===== config.mk =====
export PLATFORM = sky130hd
export DESIGN_NAME = fb_write_arbiter_flat
export DESIGN_NICKNAME = d
export VERILOG_FILES = /design/src/rtl/fb_pkg.sv /design/src/rtl/fb_write_arbiter_if.sv /design/src/rtl/rr_arb2.sv /design/src/rtl/fb_write_arbiter.sv /design/src/flat_wrapper.sv
export SDC_FILE = /design/constraint.sdc
export NUM_CORES = 1
export LEC_CHECK = 0
export CAP_MARGIN = 40
export CELL_PAD_IN_SITES_DETAIL_PLACEMENT = 1
export CELL_PAD_IN_SITES_GLOBAL_PLACEMENT = 1
export CORE_UTILIZATION = 36
export DETAILED_ROUTE_END_ITERATION = 7
export GPL_TIMING_DRIVEN = 1
export PLACE_DENSITY_LB_ADDON = 0.2
export SYNTH_ARGS = -nofsm -noshare
export SYNTH_HDL_FRONTEND = slang
export SYNTH_HIERARCHICAL = 1
export SYNTH_SLANG_ARGS = --single-unit
export TNS_END_PERCENT = 100

===== constraint.sdc =====
create_clock -name clk50 -period 4.02 [get_ports clk50]
set_clock_uncertainty 0.2 [all_clocks]
set_input_delay 0.402 -clock clk50 [delete_from_list [all_inputs] [get_ports clk50]]
set_output_delay 0.402 -clock clk50 [all_outputs]
set_load 0.02 [all_outputs]

===== src/rtl/fb_pkg.sv =====
// rtl/fb_pkg.sv - shared constants and types for the framebuffer write path
package fb_pkg;

  localparam int HRES = 640;
  localparam int VRES = 480;
  localparam int XW   = 11;
  localparam int PW   = 8;
  localparam int CW   = 16;

  typedef enum logic {
    IDLE  = 1'b0,
    CLEAR = 1'b1
  } fb_state_t;

  typedef struct packed {
    logic [XW-1:0] x;
    logic [XW-1:0] y;
    logic [PW-1:0] pixel;
  } fb_wr_t;

endpackage


===== src/rtl/fb_write_arbiter_if.sv =====
// rtl/fb_write_arbiter_if.sv - requester, clear and framebuffer write signals
interface fb_write_arbiter_if #(
  parameter int CW = fb_pkg::CW
);
  import fb_pkg::*;

  logic          req0_valid;
  logic [XW-1:0] req0_x;
  logic [XW-1:0] req0_y;
  logic [PW-1:0] req0_pixel;
  logic          req0_ready;

  logic          req1_valid;
  logic [XW-1:0] req1_x;
  logic [XW-1:0] req1_y;
  logic [PW-1:0] req1_pixel;
  logic          req1_ready;

  logic          clear_start;
  logic [PW-1:0] clear_value;
  logic          clear_busy;
  logic          clear_done;

  logic [XW-1:0] x;
  logic [XW-1:0] y;
  logic [PW-1:0] pixel_GS;
  logic          pixel_write;
  logic [CW-1:0] drop_count;

  modport slave (
    input  req0_valid, req0_x, req0_y, req0_pixel,
    output req0_ready,
    input  req1_valid, req1_x, req1_y, req1_pixel,
    output req1_ready,
    input  clear_start, clear_value,
    output clear_busy, clear_done,
    output x, y, pixel_GS, pixel_write, drop_count
  );

  modport master (
    output req0_valid, req0_x, req0_y, req0_pixel,
    input  req0_ready,
    output req1_valid, req1_x, req1_y, req1_pixel,
    input  req1_ready,
    output clear_start, clear_value,
    input  clear_busy, clear_done,
    input  x, y, pixel_GS, pixel_write, drop_count
  );

endinterface


===== src/rtl/rr_arb2.sv =====
// rtl/rr_arb2.sv - two-way round-robin arbiter owning the last-grant pointer
module rr_arb2 (
  input  logic       clk50,
  input  logic       reset,
  input  logic [1:0] req,
  input  logic       advance,
  output logic [1:0] grant
);

  logic last;

  // A lone requester always wins; on contention the one not served last wins.
  always_comb begin
    grant = req;
    if (req == 2'b11) begin
      grant = last ? 2'b01 : 2'b10;
    end
  end

  // The pointer only moves when a contended grant is actually taken.
  always_ff @(posedge clk50) begin
    if (reset) begin
      last <= 1'b1;
    end else if (advance && (req == 2'b11)) begin
      last <= grant[1];
    end
  end

endmodule


===== src/rtl/fb_write_arbiter.sv =====
// rtl/fb_write_arbiter.sv - shares the framebuffer write port between two producers and a clear engine
module fb_write_arbiter #(
  parameter int HRES = fb_pkg::HRES,
  parameter int VRES = fb_pkg::VRES,
  parameter int CW   = fb_pkg::CW
) (
  input logic               clk50,
  input logic               reset,
  fb_write_arbiter_if.slave bus
);
  import fb_pkg::*;

  localparam logic [XW-1:0] X_LIM  = XW'(HRES);
  localparam logic [XW-1:0] Y_LIM  = XW'(VRES);
  localparam logic [XW-1:0] X_LAST = XW'(HRES - 1);
  localparam logic [XW-1:0] Y_LAST = XW'(VRES - 1);

  fb_state_t     state;
  logic [XW-1:0] cx;
  logic [XW-1:0] cy;
  logic [PW-1:0] fill_reg;
  logic [1:0]    req;
  logic [1:0]    grant;
  logic          idle;
  logic          sel_in_range;
  logic          clear_last;
  fb_wr_t        sel;

  assign idle = (state == IDLE);
  assign req  = {bus.req1_valid, bus.req0_valid};

  rr_arb2 u_arb (
    .clk50   (clk50),
    .reset   (reset),
    .req     (req),
    .advance (idle),
    .grant   (grant)
  );

  assign bus.req0_ready = idle & grant[0];
  assign bus.req1_ready = idle & grant[1];
  assign bus.clear_busy = (state == CLEAR);

  // Payload of whichever requester holds the grant this cycle.
  always_comb begin
    sel = '{x: bus.req0_x, y: bus.req0_y, pixel: bus.req0_pixel};
    if (grant[1]) begin
      sel = '{x: bus.req1_x, y: bus.req1_y, pixel: bus.req1_pixel};
    end
  end

  assign sel_in_range = (sel.x < X_LIM) && (sel.y < Y_LIM);
  assign clear_last   = (cx == X_LAST) && (cy == Y_LAST);

  // Mode FSM, clear sweep counters, registered write port and drop counter.
  always_ff @(posedge clk50) begin
    if (reset) begin
      state           <= IDLE;
      cx              <= '0;
      cy              <= '0;
      fill_reg        <= '0;
      bus.x           <= '0;
      bus.y           <= '0;
      bus.pixel_GS    <= '0;
      bus.pixel_write <= 1'b0;
      bus.clear_done  <= 1'b0;
      bus.drop_count  <= '0;
    end else begin
      bus.pixel_write <= 1'b0;
      bus.clear_done  <= 1'b0;
      case (state)
        IDLE: begin
          if (|grant) begin
            if (sel_in_range) begin
              bus.x           <= sel.x;
              bus.y           <= sel.y;
              bus.pixel_GS    <= sel.pixel;
              bus.pixel_write <= 1'b1;
            end else if (bus.drop_count != '1) begin
              bus.drop_count <= bus.drop_count + CW'(1);
            end
          end
          if (bus.clear_start) begin
            state    <= CLEAR;
            fill_reg <= bus.clear_value;
            cx       <= '0;
            cy       <= '0;
          end
        end
        CLEAR: begin
          bus.x           <= cx;
          bus.y           <= cy;
          bus.pixel_GS    <= fill_reg;
          bus.pixel_write <= 1'b1;
          if (clear_last) begin
            bus.clear_done <= 1'b1;
            state          <= IDLE;
          end else if (cx == X_LAST) begin
            cx <= '0;
            cy <= cy + XW'(1);
          end else begin
            cx <= cx + XW'(1);
          end
        end
        default: state <= IDLE;
      endcase
    end
  end

endmodule


===== src/flat_wrapper.sv =====
// flat-port wrapper written by rule: the top's interface ports become plain ports
module fb_write_arbiter_flat import fb_pkg::*;
#(
  parameter int HRES = fb_pkg::HRES,
  parameter int VRES = fb_pkg::VRES,
  parameter int CW   = fb_pkg::CW
)
  (clk50, reset, bus_req0_valid, bus_req0_x, bus_req0_y, bus_req0_pixel, bus_req0_ready, bus_req1_valid, bus_req1_x, bus_req1_y, bus_req1_pixel, bus_req1_ready, bus_clear_start, bus_clear_value, bus_clear_busy, bus_clear_done, bus_x, bus_y, bus_pixel_GS, bus_pixel_write, bus_drop_count);
  fb_write_arbiter_if #(.CW(CW)) bus_i ();
  input logic clk50;
  input logic reset;
  input wire logic [$bits(bus_i.req0_valid)-1:0] bus_req0_valid;
  input wire logic [$bits(bus_i.req0_x)-1:0] bus_req0_x;
  input wire logic [$bits(bus_i.req0_y)-1:0] bus_req0_y;
  input wire logic [$bits(bus_i.req0_pixel)-1:0] bus_req0_pixel;
  output wire logic [$bits(bus_i.req0_ready)-1:0] bus_req0_ready;
  input wire logic [$bits(bus_i.req1_valid)-1:0] bus_req1_valid;
  input wire logic [$bits(bus_i.req1_x)-1:0] bus_req1_x;
  input wire logic [$bits(bus_i.req1_y)-1:0] bus_req1_y;
  input wire logic [$bits(bus_i.req1_pixel)-1:0] bus_req1_pixel;
  output wire logic [$bits(bus_i.req1_ready)-1:0] bus_req1_ready;
  input wire logic [$bits(bus_i.clear_start)-1:0] bus_clear_start;
  input wire logic [$bits(bus_i.clear_value)-1:0] bus_clear_value;
  output wire logic [$bits(bus_i.clear_busy)-1:0] bus_clear_busy;
  output wire logic [$bits(bus_i.clear_done)-1:0] bus_clear_done;
  output wire logic [$bits(bus_i.x)-1:0] bus_x;
  output wire logic [$bits(bus_i.y)-1:0] bus_y;
  output wire logic [$bits(bus_i.pixel_GS)-1:0] bus_pixel_GS;
  output wire logic [$bits(bus_i.pixel_write)-1:0] bus_pixel_write;
  output wire logic [$bits(bus_i.drop_count)-1:0] bus_drop_count;
  assign bus_i.req0_valid = bus_req0_valid;
  assign bus_i.req0_x = bus_req0_x;
  assign bus_i.req0_y = bus_req0_y;
  assign bus_i.req0_pixel = bus_req0_pixel;
  assign bus_req0_ready = bus_i.req0_ready;
  assign bus_i.req1_valid = bus_req1_valid;
  assign bus_i.req1_x = bus_req1_x;
  assign bus_i.req1_y = bus_req1_y;
  assign bus_i.req1_pixel = bus_req1_pixel;
  assign bus_req1_ready = bus_i.req1_ready;
  assign bus_i.clear_start = bus_clear_start;
  assign bus_i.clear_value = bus_clear_value;
  assign bus_clear_busy = bus_i.clear_busy;
  assign bus_clear_done = bus_i.clear_done;
  assign bus_x = bus_i.x;
  assign bus_y = bus_i.y;
  assign bus_pixel_GS = bus_i.pixel_GS;
  assign bus_pixel_write = bus_i.pixel_write;
  assign bus_drop_count = bus_i.drop_count;
  fb_write_arbiter #(.HRES(HRES), .VRES(VRES), .CW(CW)) u_core (.clk50(clk50), .reset(reset), .bus(bus_i));
endmodule

---- Yosys cells after proc, flatten, opt, wreduce, memory -nomap -nowiden ----
Cells that the tools add are included.
storage, ports and cells
  bits in registers ....................... 80
  output and inout port bits .............. 51
  word-level logic and storage cells ...... 65
operators by class
  add/sub/neg operators ................... 3
  $lt $le $gt $ge ......................... 2
  equality and inequality tests ........... 9
  multiplexer cells ....................... 26
  bitwise logic cells ..................... 4
  reductions and logical operators ........ 10
operator list
  kind                   number
  $mux 11                9
  $pmux 11 s2            4
  $mux 30                1
  $add 11x1->11 const B  2
  $add 16x1->16 const B  1
  $mux 8                 2
  $ne 16x16->1 const B   1
  $pmux 8 s2             1
  $eq 11x10->1 const B   1
  $eq 11x9->1 const B    1
  $lt 11x10->1 const B   1
  $lt 11x9->1 const B    1
  $ne 2x2->1 const B     5
  $reduce_and 2->1       3
  $mux 1                 5
  $mux 2                 2
  $pmux 1 s2             2
  $reduce_and 4->1       1
  $reduce_or 2->1        2
  $logic_and 1x1->1      3
  $reduce_and 3->1       1
  $and 1x1->1            2
  $eq 2x2->1 const B     1
  $not 1->1              2

---- Logic depth before layout (Yosys ltp) ----
  word-level depth ........................ 8
  mapped depth ............................ 9
  depth with buffers taken out ............ 7

---- Modules after synthesis ----
The synthesis kept the hierarchy.
by module, submodules not included
  module            instances  cells each  area each (um^2)  seq. area each (um^2)
  fb_write_arbiter  1          526         4025.1            1581.5
  rr_arb2           1          7           61.3              20.0

---- Least setup slack after synthesis ----
OpenSTA, ideal clock, no wires.
  kind .................................... input to register
  start point ............................. input port bus_req1_valid
  end point ............................... register u_core.bus.y[6]
  library setup time ...................... 86 ps
  data arrival time ....................... 2288 ps
  slack ................................... 1447 ps
  stages .................................. 8
  path buffers ............................ 2
  cell sequence ........................... a21boi_0 -> nor4b_1 -> o221ai_1 -> a211oi_1 -> clkbuf_1 -> clkbuf_1 -> a221oi_1 -> a211oi_1
between the ends
  longest elaborated chain between the ends .. 7
  elaborated cells on any way between the ends .. 13
  those cells by class .................... order compare: 2; eq/ne: 3; mux: 5; reduce/logical: 3
ends and longest elaborated chain
  element                                             line                       text
  start, declared                                     flat_wrapper.sv:17         input wire logic [$bits(bus_i.req1_valid)-1:0] bus_req1_valid;
  $eq 2x2->1                                          rr_arb2.sv:15              if (req == 2'b11) begin
  $mux 2 (*)                                          rr_arb2.sv:15
  $mux 30                                             fb_write_arbiter.sv:47     if (grant[1]) begin
  $lt 11x10->1 / $lt 11x9->1 (equally long branches)  fb_write_arbiter.sv:52     assign sel_in_range = (sel.x < X_LIM) && (sel.y < Y_LIM);
  $logic_and 1x1->1                                   fb_write_arbiter.sv:52
  $ne 2x2->1 (no line)                                --
  $reduce_and 2->1 (no line)                          --
  end, declared                                       fb_write_arbiter_if.sv:37  output x, y, pixel_GS, pixel_write, drop_count
Mark *: on every way between the ends. The rest lies on a longest branch, timed or not. The select of a mux whose other input is x is not followed.
A chain may end at the register's enable or synchronous reset.

---- Worst setup path in the final report ----
  start point ............................. input port bus_req1_valid
  end point ............................... output port bus_req1_ready
between the ends
  longest elaborated chain between the ends .. 3
ends and longest elaborated chain
  element              line                    text
  $eq 2x2->1           rr_arb2.sv:15
  $mux 2 (*)           rr_arb2.sv:15
  net u_core.grant[1]  fb_write_arbiter.sv:23  logic [1:0] grant;
  $and 1x1->1 (*)      fb_write_arbiter.sv:41  assign bus.req1_ready = idle & grant[1];
  end, declared        flat_wrapper.sv:21      output wire logic [$bits(bus_i.req1_ready)-1:0] bus_req1_ready;
The timed path passes the listed nets; every way through them passes the cells marked *.

==> out/metrics.yaml <==
nNetsFinal: 713
rsz0062_at_grt: "no"
syn_area_sq_um: 4086
dr.pass1.iters: 4
area_growth_pct: 40.54
cts_hold_buf: 0
critical_path.max_stage_delay_ps: 610
cts_buffer_depth: 2
path_buf_inv: 3
cp.required_ps: 3420
fill_cells: 1327
drt_iter0_markers: 321
vias_per_cell: 5.664
path_clk_slew_ps: 60
period_minus_slack_ps: 3169
cp.arrival_ps: 2570
cts_buffers: 9
cts.sinks: 80
p_leak_nw: 1.954
top_register: "u_core/bus.drop_count"
vias: 4429
whs_path_depth: 2
crit_cells: 5
root_buffer: "clkbuf_16"
cpMaxStageDelayCell: "clkdlybuf4s50_1"
ys_ff_latch: 80
powerDensity_nw_per_um2: 360.5
grt_max_degree: 67
async_flop_share_pct: 0
dpl.hpwl_um: 10640
fmax_mhz: 315.5
cp_max_fo: 45
rows: 38
largest_reg_flops: 16
cts_max_level: 3
layout_common_cells: "clkdlybuf4s50_1, nand2_1, dfxtp_1"
first_global_vias: 4382
final_hold_viol_count: 0
drive_gt1_share_pct: 5.919
finalMaxSlewViolations: 0
maxCapViolCount: 0
grt_pass1_wl_um: 23450
design_area_sq_um: 5743
status: "completed"
hold_path.class: "flop to flop"
synth_cells: 533
coreArea_sq_um: 10940
syn_nets: 609
detail-route-antenna-nets: 0
worst_pin_slew_ps: 703.1
path_cells: "clkdlybuf4s50_1 -> a21boi_4 -> buf_4 -> nor2b_1 -> clkdlybuf4s50_1"
setup_viol: 0
path_class: "input port to primary output"
cts_tree: "built"
critPathTopFamily: "buffers and inverters"
dieWidth_um: 108.5
ctsResizeCount: 0
yosysSeqAreaShare_pct: 39.19
drc: 0
ys.flop_type: "dfxtp_1"
crit_path_end_kind: "primary output"
layout_commonest_cell: "clkdlybuf4s50_1"
wl_per_cell_um: 18.95
tns_ps: 0
place_area_sq_um: 5424
ys_warn_count: 6
routed_wl_um: 14820
total_power_mw: 2.070
r2r_slack_ps: 1170
grt_overflow: 0
place_congestion: 0.8617
post_cts_buffers: 0
start_util_pct: 37.37
antennaDiodeCount: 0
start_kind: "input port"
syn_avg_cell_area_sq_um: 7.667
synth-edff-count: 0
insertion_delay_ps: 340
die_h_um: 108.5
crit_path_frequent_cell: "clkdlybuf4s50_1"
ys_types: 47
reg2reg_depth: 8
grt_antenna_before_repair: 0
boundaryPins: 124
die-area_sq_um: 11780
period_share_pct: 78.84
slew-limit-headroom_pct: 53.12
port_buffers: 123
ir_drop_mv: 0.2893
grt_use_total_pct: 25.90
-- worst min-delay path: cells and delay by family, from the launching register on --
| kind | cells | cell delay [ps] |
|---|---|---|
| DFF | 1 | 310 |
| and+or+nand+nor | 1 | 50 |
| AOI/OAI and AO/OA | 1 | 50 |
-- synthesized netlist by cell type, types with 4 or more instances --
cell | number | share of area [%]
or4_1 | 17 | 3.1
nor2_1 | 37 | 3.4
buf_1 | 7 | 0.64
nor2b_1 | 5 | 0.77
nand3_1 | 19 | 2.3
or3_1 | 5 | 0.77
a221oi_1 | 26 | 5.6
a211oi_1 | 10 | 1.8
nand4_1 | 11 | 1.7
dfxtp_1 | 80 | 39
and2_1 | 4 | 0.61
o21ai_0 | 44 | 5.4
inv_1 | 16 | 1.5
a21o_1 | 4 | 0.73
clkbuf_1 | 29 | 2.7
nor4_1 | 4 | 0.61
nand2_1 | 86 | 7.9
o31ai_1 | 19 | 3.5
nor3_1 | 25 | 3.1
a21oi_1 | 33 | 4.0
-- per-stage QoR --
step | setup WS (ps) | instances | hold slack [ps] | utilization [%]
after floorplan | 1447 | 533 | 236.7 | -
final | 850.6 | 782 | 261.8 | 52.52
after detailed placement | 535.7 | 766 | 249.9 | 49.60
after global placement | 703.3 | 766 | 245.4 | 49.60
after global routing | 592.9 | 782 | 276.9 | 52.52
after CTS | 848.9 | 782 | 258.8 | 52.52
-- power by group --
group / switching [mW] / total, mW / internal (mW)
sequential: 0.0212 / 0.843 / 0.822
clock: 0.336 / 0.883 / 0.547
combinational: 0.183 / 0.344 / 0.161
total: 0.540 / 2.07 / 1.53
-- final timing paths --
kind	start	endpoint
setup / recovery	bus_req1_valid	bus_req1_ready
setup reg to reg	u_core/u_arb/last	u_core/bus.pixel_GS[0]
hold / removal	u_core/fill_reg[3]	u_core/fill_reg[3]
hold reg to reg	u_core/fill_reg[3]	u_core/fill_reg[3]
-- layout make-up --
cell class | count | area (sq um) | share of cell area, %
tap | 140 | 175.2 | 3.050
clock inverter | 6 | 90.09 | 1.569
timing repair buffer | 133 | 1301 | 22.66
sequential | 80 | 1603 | 27.91
multi-input combinational | 397 | 2285 | 39.78
inverter | 16 | 60.06 | 1.046
clock buffer | 10 | 229.0 | 3.987
-- logic make-up (layout without fill, tap and decap cells) --
| group | Yosys count | count (layout) | synth area share, % |
|---|---|---|---|
| compound gates | 152 | 152 | 24.07 |
| xor+xnor | 3 | 3 | 0.6431 |
| mux | 2 | 2 | 0.5205 |
| flops | 80 | 80 | 39.19 |
| fa+ha+maj | 3 | 3 | 0.9187 |
| buf+inv | 56 | 165 | 5.573 |
| simple gates | 237 | 237 | 29.09 |
-- layer usage --
| metal | global-route usage [%] | vias to the layer above | share of wire [%] |
|---|---|---|---|
| met5 | 0 | - | 0 |
| met4 | 5.598 | 0 | 1.1 |
| met3 | 5.726 | 13 | 5.6 |
| met1 | 34.97 | 2141 | 46 |
| li1 | - | 2167 | - |
| met2 | 42.04 | 108 | 47 |
(Power assumes the default switching activity.)
